$ cat config.mk
export PLATFORM = sky130hd
export DESIGN_NAME = itof_pipe
export DESIGN_NICKNAME = d
export VERILOG_FILES = /design/src/rtl/itof_pipe.sv
export SDC_FILE = /design/constraint.sdc
export NUM_CORES = 1
export LEC_CHECK = 0
export BUFFER_PORTS_ARGS = -buffer_cell sky130_fd_sc_hd__buf_2
export CORE_ASPECT_RATIO = 0.5
export CORE_UTILIZATION = 41
export DETAILED_ROUTE_END_ITERATION = 10
export SETUP_SLACK_MARGIN = 0.2
export SYNTH_ARGS = -nofsm -noshare
export SYNTH_HDL_FRONTEND = slang
export SYNTH_SLANG_ARGS = --single-unit
$ cat constraint.sdc
create_clock -name clk -period 4.1 [get_ports clk]
set_input_delay 0.82 -clock clk [delete_from_list [all_inputs] [get_ports clk]]
set_output_delay 0.82 -clock clk [all_outputs]
set_load 0.1 [all_outputs]
$ cat src/rtl/itof_pipe.sv
// ============================================================================
//  Module   : itof_pipe
//  Purpose  : 3-stage valid/ready signed int32 -> IEEE-754 single converter
//  Revision : 1.0  initial release
// ============================================================================
`default_nettype none

module itof_pipe #(
    parameter int TAG_W = 6
) (
    input  logic             clk,
    input  logic             rstn,
    input  logic             flush,
    input  logic             in_valid,
    output logic             in_ready,
    input  logic [31:0]      x,
    input  logic [TAG_W-1:0] in_tag,
    output logic             out_valid,
    input  logic             out_ready,
    output logic [31:0]      res,
    output logic [TAG_W-1:0] out_tag,
    output logic             busy
);

    localparam logic [7:0] c_exp_top = 8'd158;

    // stage registers
    logic             r_v1, r_v2, r_v3;
    logic             r_s1, r_s2;
    logic [31:0]      r_m1;
    logic [TAG_W-1:0] r_tag1, r_tag2, r_tag3;
    logic             r_zero2;
    logic [31:0]      r_norm2;
    logic [7:0]       r_e2;
    logic [31:0]      r_res3;

    logic             w_adv1, w_adv2, w_adv3, w_en1;
    logic [4:0]       w_lz;
    logic [31:0]      w_norm1;
    logic [7:0]       w_e1;
    logic             w_rnd;
    logic [30:0]      w_mag;
    logic [31:0]      w_res2;

    // Ready flows backwards from the consumer only; it never depends on in_valid.
    assign w_adv3   = out_ready;
    assign w_adv2   = !r_v3 | w_adv3;
    assign w_adv1   = !r_v2 | w_adv2;
    assign w_en1    = !r_v1 | w_adv1;
    assign in_ready = !flush & w_en1;

    assign out_valid = r_v3;
    assign res       = r_res3;
    assign out_tag   = r_tag3;
    assign busy      = r_v1 | r_v2 | r_v3;

    always_comb begin
        w_lz = 5'd31;
        for (int i = 0; i < 32; i++) begin
            if (r_m1[i]) w_lz = 5'(31 - i);
        end
    end

    assign w_norm1 = r_m1 << w_lz;
    assign w_e1    = c_exp_top - {3'b000, w_lz};

    // Round-to-nearest-even; a carry out of the mantissa ripples into the exponent.
    assign w_rnd  = r_norm2[7] & ((|r_norm2[6:0]) | r_norm2[8]);
    assign w_mag  = {r_e2, r_norm2[30:8]} + {30'd0, w_rnd};
    assign w_res2 = r_zero2 ? 32'd0 : {r_s2, w_mag};

    always_ff @(posedge clk or negedge rstn) begin
        if (!rstn) begin
            r_v1   <= 1'b0;
            r_s1   <= 1'b0;
            r_m1   <= 32'd0;
            r_tag1 <= '0;
        end else if (flush) begin
            r_v1 <= 1'b0;
        end else if (w_en1) begin
            r_v1 <= in_valid;
            if (in_valid) begin
                r_s1   <= x[31];
                r_m1   <= x[31] ? (~x + 32'd1) : x;
                r_tag1 <= in_tag;
            end
        end
    end

    always_ff @(posedge clk or negedge rstn) begin
        if (!rstn) begin
            r_v2    <= 1'b0;
            r_s2    <= 1'b0;
            r_zero2 <= 1'b0;
            r_norm2 <= 32'd0;
            r_e2    <= 8'd0;
            r_tag2  <= '0;
        end else if (flush) begin
            r_v2 <= 1'b0;
        end else if (w_adv1) begin
            r_v2 <= r_v1;
            if (r_v1) begin
                r_s2    <= r_s1;
                r_zero2 <= (r_m1 == 32'd0);
                r_norm2 <= w_norm1;
                r_e2    <= w_e1;
                r_tag2  <= r_tag1;
            end
        end
    end

    always_ff @(posedge clk or negedge rstn) begin
        if (!rstn) begin
            r_v3   <= 1'b0;
            r_res3 <= 32'd0;
            r_tag3 <= '0;
        end else if (flush) begin
            r_v3 <= 1'b0;
        end else if (w_adv2) begin
            r_v3 <= r_v2;
            if (r_v2) begin
                r_res3 <= w_res2;
                r_tag3 <= r_tag2;
            end
        end
    end

endmodule

`default_nettype wire

Yosys cells after proc, flatten, opt, wreduce, memory -nomap -nowiden
Index checks and enable logic that the tools add are counted.

storage, ports and cells
  register bits = 127
  bits of input ports = 43
  output and inout bits = 41
  logic and storage cells = 78

cells by class
  add/sub/neg operators = 3
  shift-type cells = 1
  muxes and demuxes = 39
  bitwise logic cells = 10
  reduce and logical (&&, ||, !) cells = 12

operator list
  cell                                              count
  two-way mux 5 bit                                 27
  two-way mux 32 bit                                2
  adder 32 x 1 -> 32 bit (second input constant)    1
  logical NOT 32 bit                                1
  NOT 32 bit                                        1
  left shift 32 x 5 -> 31 bit                       1
  adder 31 x 1 -> 31 bit                            1
  AND reduction 3 bit                               3
  subtractor 8 x 5 -> 8 bit (first input constant)  1
  two-way mux 1 bit                                 7
  OR reduction 7 bit                                1
  OR 1 bit                                          6
  nonzero test 2 bit                                3
  logical NOT 1 bit                                 4
  two-way mux 2 bit                                 2
  two-way mux 3 bit                                 1
  AND 1 bit                                         2
  NOT 1 bit                                         1

Longest topological paths before layout
  depth in word-level cells = 32
  mapped depth = 13
  gate-level depth less buffers = 10

Worst setup path after synthesis
OpenSTA, ideal clock, no wires.

  path kind = reg-to-reg
  from = register r_v3, in the netlist out_valid
  to = register r_s1
  setup time = 125 ps
  data arrival time = 3,760 ps
  required time = 3,975 ps
  slack = 215 ps
  stages on the path, launching flop included = 7
  buffers on the path = 1
  period minus slack after synthesis = 3,885 ps
  path through = dfrtp_1 > nor2b_1 > and2_1 > a21oi_1 > nand2_1 > clkbuf_1 > mux2_2

on the way
  word-level cells in the longest chain between the ends = 5

RTL lines
  item                                  RTL line  source
  start, declared                       28        logic r_v1, r_v2, r_v3;
  start signal, assigned                120       r_v3 <= r_v2;
  logical NOT 1 bit                     47        assign w_adv2 = !r_v3 | w_adv3;
  OR 1 bit                              47
  OR 1 bit                              48        assign w_adv1 = !r_v2 | w_adv2;
  OR 1 bit                              49        assign w_en1 = !r_v1 | w_adv1;
  AND reduction 3 bit (no source line)  -
  end signal, assigned                  83        r_s1 <= x[31];
  end, declared                         29        logic r_s1, r_s2;

Every way passes these cells.
A chain may end at the register's enable or synchronous reset.

Worst setup path in the final report
  from = register r_m1[21]
  to = register r_norm2[28]

on the way
  word-level cells in the longest chain between the ends = 12

RTL lines
  item                             RTL line  source
  start, declared                  30        logic [31:0] r_m1;
  start signal, assigned           84        r_m1 <= x[31] ? (~x + 32'd1) : x;
  two-way mux 5 bit (11 in a row)  60        if (r_m1[i]) w_lz = 5'(31 - i);
  left shift 32 x 5 -> 31 bit (*)  64        assign w_norm1 = r_m1 << w_lz;
  end signal, assigned             105       r_norm2 <= w_norm1;
  end, declared                    33        logic [31:0] r_norm2;

Mark *: on every way between the ends. The rest lies on a longest branch, timed or not.

==> impl_metrics.ini <==
[die]
die_area_um2 = 19800
start_util_pct = 42.4
die_h_um = 100
coreArea_um2 = 18600
rows = 35
ios = 84
die_w_um = 198

[synthesis]
synth_area_um2 = 7890
yosys_warnings = 0
synthAdderAreaFrac_pct = 0.476
synth_xor_area_share_pct = 6.66
synthCells = 889
synthSimpleGateAreaFrac_pct = 18.7
yosys.cell_types.count = 76
synth-main-ff-cell = dfrtp_1
synth_nets = 935
ys_seq_area_share_pct = 40.3
avgSynthCellArea_um2 = 8.87
synth_edf_count = 0
synth_compound_area_share_pct = 17.9
synth_top_family_by_area = simple AND/OR/NAND/NOR gates
synthMuxAreaShare_pct = 12.1
ys_ff_latch = 127
synthArstFlopShare_pct = 100

[worst_setup_path]
reg2reg_to = r_norm2[28]
cp-startpoint = r_m1[21]
path_class = reg2reg
reg2reg_from = r_m1[21]
critPathMaxFanout = 18
crit_top_cell = mux2i_1
r2r_cells = 8
cp-end-kind = flip-flop
required_ps = 4400
rrSetupSlack_ps = 620
cp_slowest_cell = o21a_1
worst_ep_arrival_time_ps = 3780
cpPeakStageDelay_ps = 720
crit_chain = nor4_1 > o211a_1 > o21a_1 > mux2i_1 > mux2i_1 > mux2_2 > a21o_1 > a211o_1
startpoint_type = flip-flop

[power_and_ir_drop]
power.total_uw = 6280
p_clk_share_pct = 26.7
p_leak_uw = 0.00408
switchingPower_uw = 2930
combPwrFrac_pct = 42.0
power.density_nw_per_um2 = 684
p_int_uw = 3350
switching_share_pct = 46.6
seqPwrFrac_pct = 31.3
ir_drop_v = 0.000337

[sta]
rsz0062_at_grt = false
clock.fmax_mhz = 288
hold_viol = 0
finalCritPeriodShare_pct = 84.8
skew_ps = 12.9
finalCriticalPeriod_ps = 3480
fin_ws_ps = 623
finalSetupTns_ps = 0
setup_viol = 0
slew_violations = 0
worst_pin_slew_ps = 1030
slew_headroom_pct = 31.1

[clock_network]
cts_htree_levels = 4
ctsResizeCount = 0
clockBufferDepth = 2
cts.clk_slew.worst_paths_ps = 70
cts_tree = yes
cts_hold_buf = 0
cts_setup_buffers = 0
cts_sinks = 127
clock-root-buffer = clkbuf_16
cts_inserted_buffers = 17
clock_latency_ps = 420

[routing]
ant_nets = 0
drtIter0Drc = 623
routed_wl_um = 23100
vias = 6867
drc_errors = 0
via_per_inst = 5.61
wire_per_inst_um = 18.9
first_pass_iters = 5

[placed_design]
placed_area_um2 = 8550
gp_congestion = 1.01
dp_hpwl_um = 17000
port_buffers = 83
dp_slack_ps = 712

[global_route]
overflow = 0
grt_pass1_wl_um = 36500
track_usage_pct = 24.0
grt_pass1_vias = 6455
antenna_found_initial = 0
grt_start_max_net_pins = 80

[status]
status = complete, no violations

[finish]
area_growth_pct = 16.4
n_fill_cell = 1815
diodes = 0
layout-drive-gt1-share_pct = 19.2
nNetsFinal = 1000
final_area_um2 = 9190

[worst_hold_path]
hold_path.class = reg2reg
whs_endpoint = r_tag2[2]
hold_start = r_tag1[2]
hold-path-cell-count = 2

[run]
max-cap-violations = 0
-- final cells by class --
cell class              count  area, um2  share of cell area (%)
multi-input cells         691       4430                    48.2
flip-flops and latches    127       3180                    34.6
repair buffers            101        566                    6.16
clock buffers              17        425                    4.63
well taps                 259        324                    3.53
clock inverters            14        208                    2.26
inverters                  16       60.1                   0.654
-- worst max-delay path by stage --
stage,end,slack [ps],depth (start not counted)
2_1_floorplan,r_s1,210,6
3_3_place_gp,r_m1[29],790,9
3_5_place_dp,r_norm2[28],710,8
4_1_cts,r_norm2[28],670,8
5_1_grt,r_norm2[28],420,8
6_report,r_norm2[28],620,8
-- sequential cells by signal, indices dropped and copies added (netlist names), 6 cells and up --
| name | count |
|---|---|
| out_tag | 6 |
| r_tag2 | 6 |
| res | 32 |
| r_norm2 | 31 |
| r_e2 | 8 |
| r_m1 | 32 |
| r_tag1 | 6 |
-- cell usage after synthesis, drive strengths merged (3+ instances only) --
library cell / count / area (um2)
and2: 5 / 31.3
nand3: 20 / 100
mux2i: 57 / 571
o211ai: 7 / 57.6
a221o: 3 / 30.0
and3: 3 / 18.8
a22o: 7 / 61.3
a21oi: 20 / 104
inv: 16 / 60.1
nand4: 8 / 50.1
ha: 3 / 37.5
nand2b: 7 / 43.8
o21ai: 97 / 500
or3: 13 / 81.3
o21bai: 3 / 22.5
o41ai: 4 / 42.6
clkbuf: 43 / 161
nand2: 163 / 612
o31ai: 12 / 90.1
a221oi: 5 / 43.8
or2: 4 / 25.0
or4: 6 / 45.0
nor2: 55 / 206
o22ai: 7 / 43.8
nor4: 11 / 81.3
mux2: 31 / 360
xor2: 41 / 359
nor3: 17 / 85.1
dfrtp: 127 / 3180
a31oi: 3 / 18.8
buf: 12 / 78.8
o211a: 3 / 30.0
nor2b: 5 / 31.3
a22oi: 10 / 75.1
xnor2: 19 / 166
a211oi: 5 / 42.5
a222oi: 3 / 30.0
-- cells in the final DEF (no fill, tap or decap), types with 4 or more instances in the layout --
cell,instances
a211oi_1,4
a21oi_1,19
a221oi_1,5
a22o_1,7
a22oi_1,10
and2_1,5
buf_2,82
buf_4,18
bufinv_16,4
clkbuf_16,17
dfrtp_1,127
inv_1,14
inv_6,4
mux2_2,28
mux2i_1,57
nand2_1,162
nand2b_1,7
nand3_1,20
nand4_1,8
nor2_1,55
nor2b_1,5
nor3_1,17
nor4_1,9
o211ai_1,6
o21ai_0,92
o22ai_1,7
o31ai_1,12
or2_2,4
or3_1,13
or4_1,6
xnor2_1,19
xor2_1,41
-- through the flow --
step,cells,utilization (%),hold slack (ps)
2_1_floorplan,889,-,433
3_3_place_gp,1194,46.0,442
3_5_place_dp,1194,46.0,454
4_1_cts,1225,49.4,469
5_1_grt,1225,49.4,497
6_report,1225,49.4,468
-- power by group through the flow --
stage | Sequential (uW) | Combinational, uW | Clock [uW]
6_report | 1970 | 2640 | 1680
5_1_grt | 2020 | 2800 | 1750
4_1_cts | 1960 | 2630 | 1690
3_5_place_dp | 1980 | 2620 | 0
3_3_place_gp | 1970 | 2600 | 0
2_1_floorplan | 2770 | 1180 | 0
-- worst max-delay path: cells and delay by family (launching register included) --
family / cells / cell delay (ps)
AND/OR/NAND/NOR: 1 / 540
AO/OA/AOI/OAI: 4 / 1440
multiplexers: 3 / 880
flip-flops: 1 / 480
-- cell families after synthesis --
kind of cell | Yosys count
AO/OA/AOI/OAI | 214
XOR/XNOR | 60
adder cells (fa/ha/maj) | 3
buffers and inverters | 71
flip-flops | 127
multiplexers | 89
AND/OR/NAND/NOR | 325
-- metal layers --
layer  track usage (%)  part of all wire (%)
met1              36.8                    52
met2              33.7                    40
met3              4.94                   5.7
met4              6.74                   1.6
met5                 0                     0
Note: power is estimated with default switching activity, not from simulation.
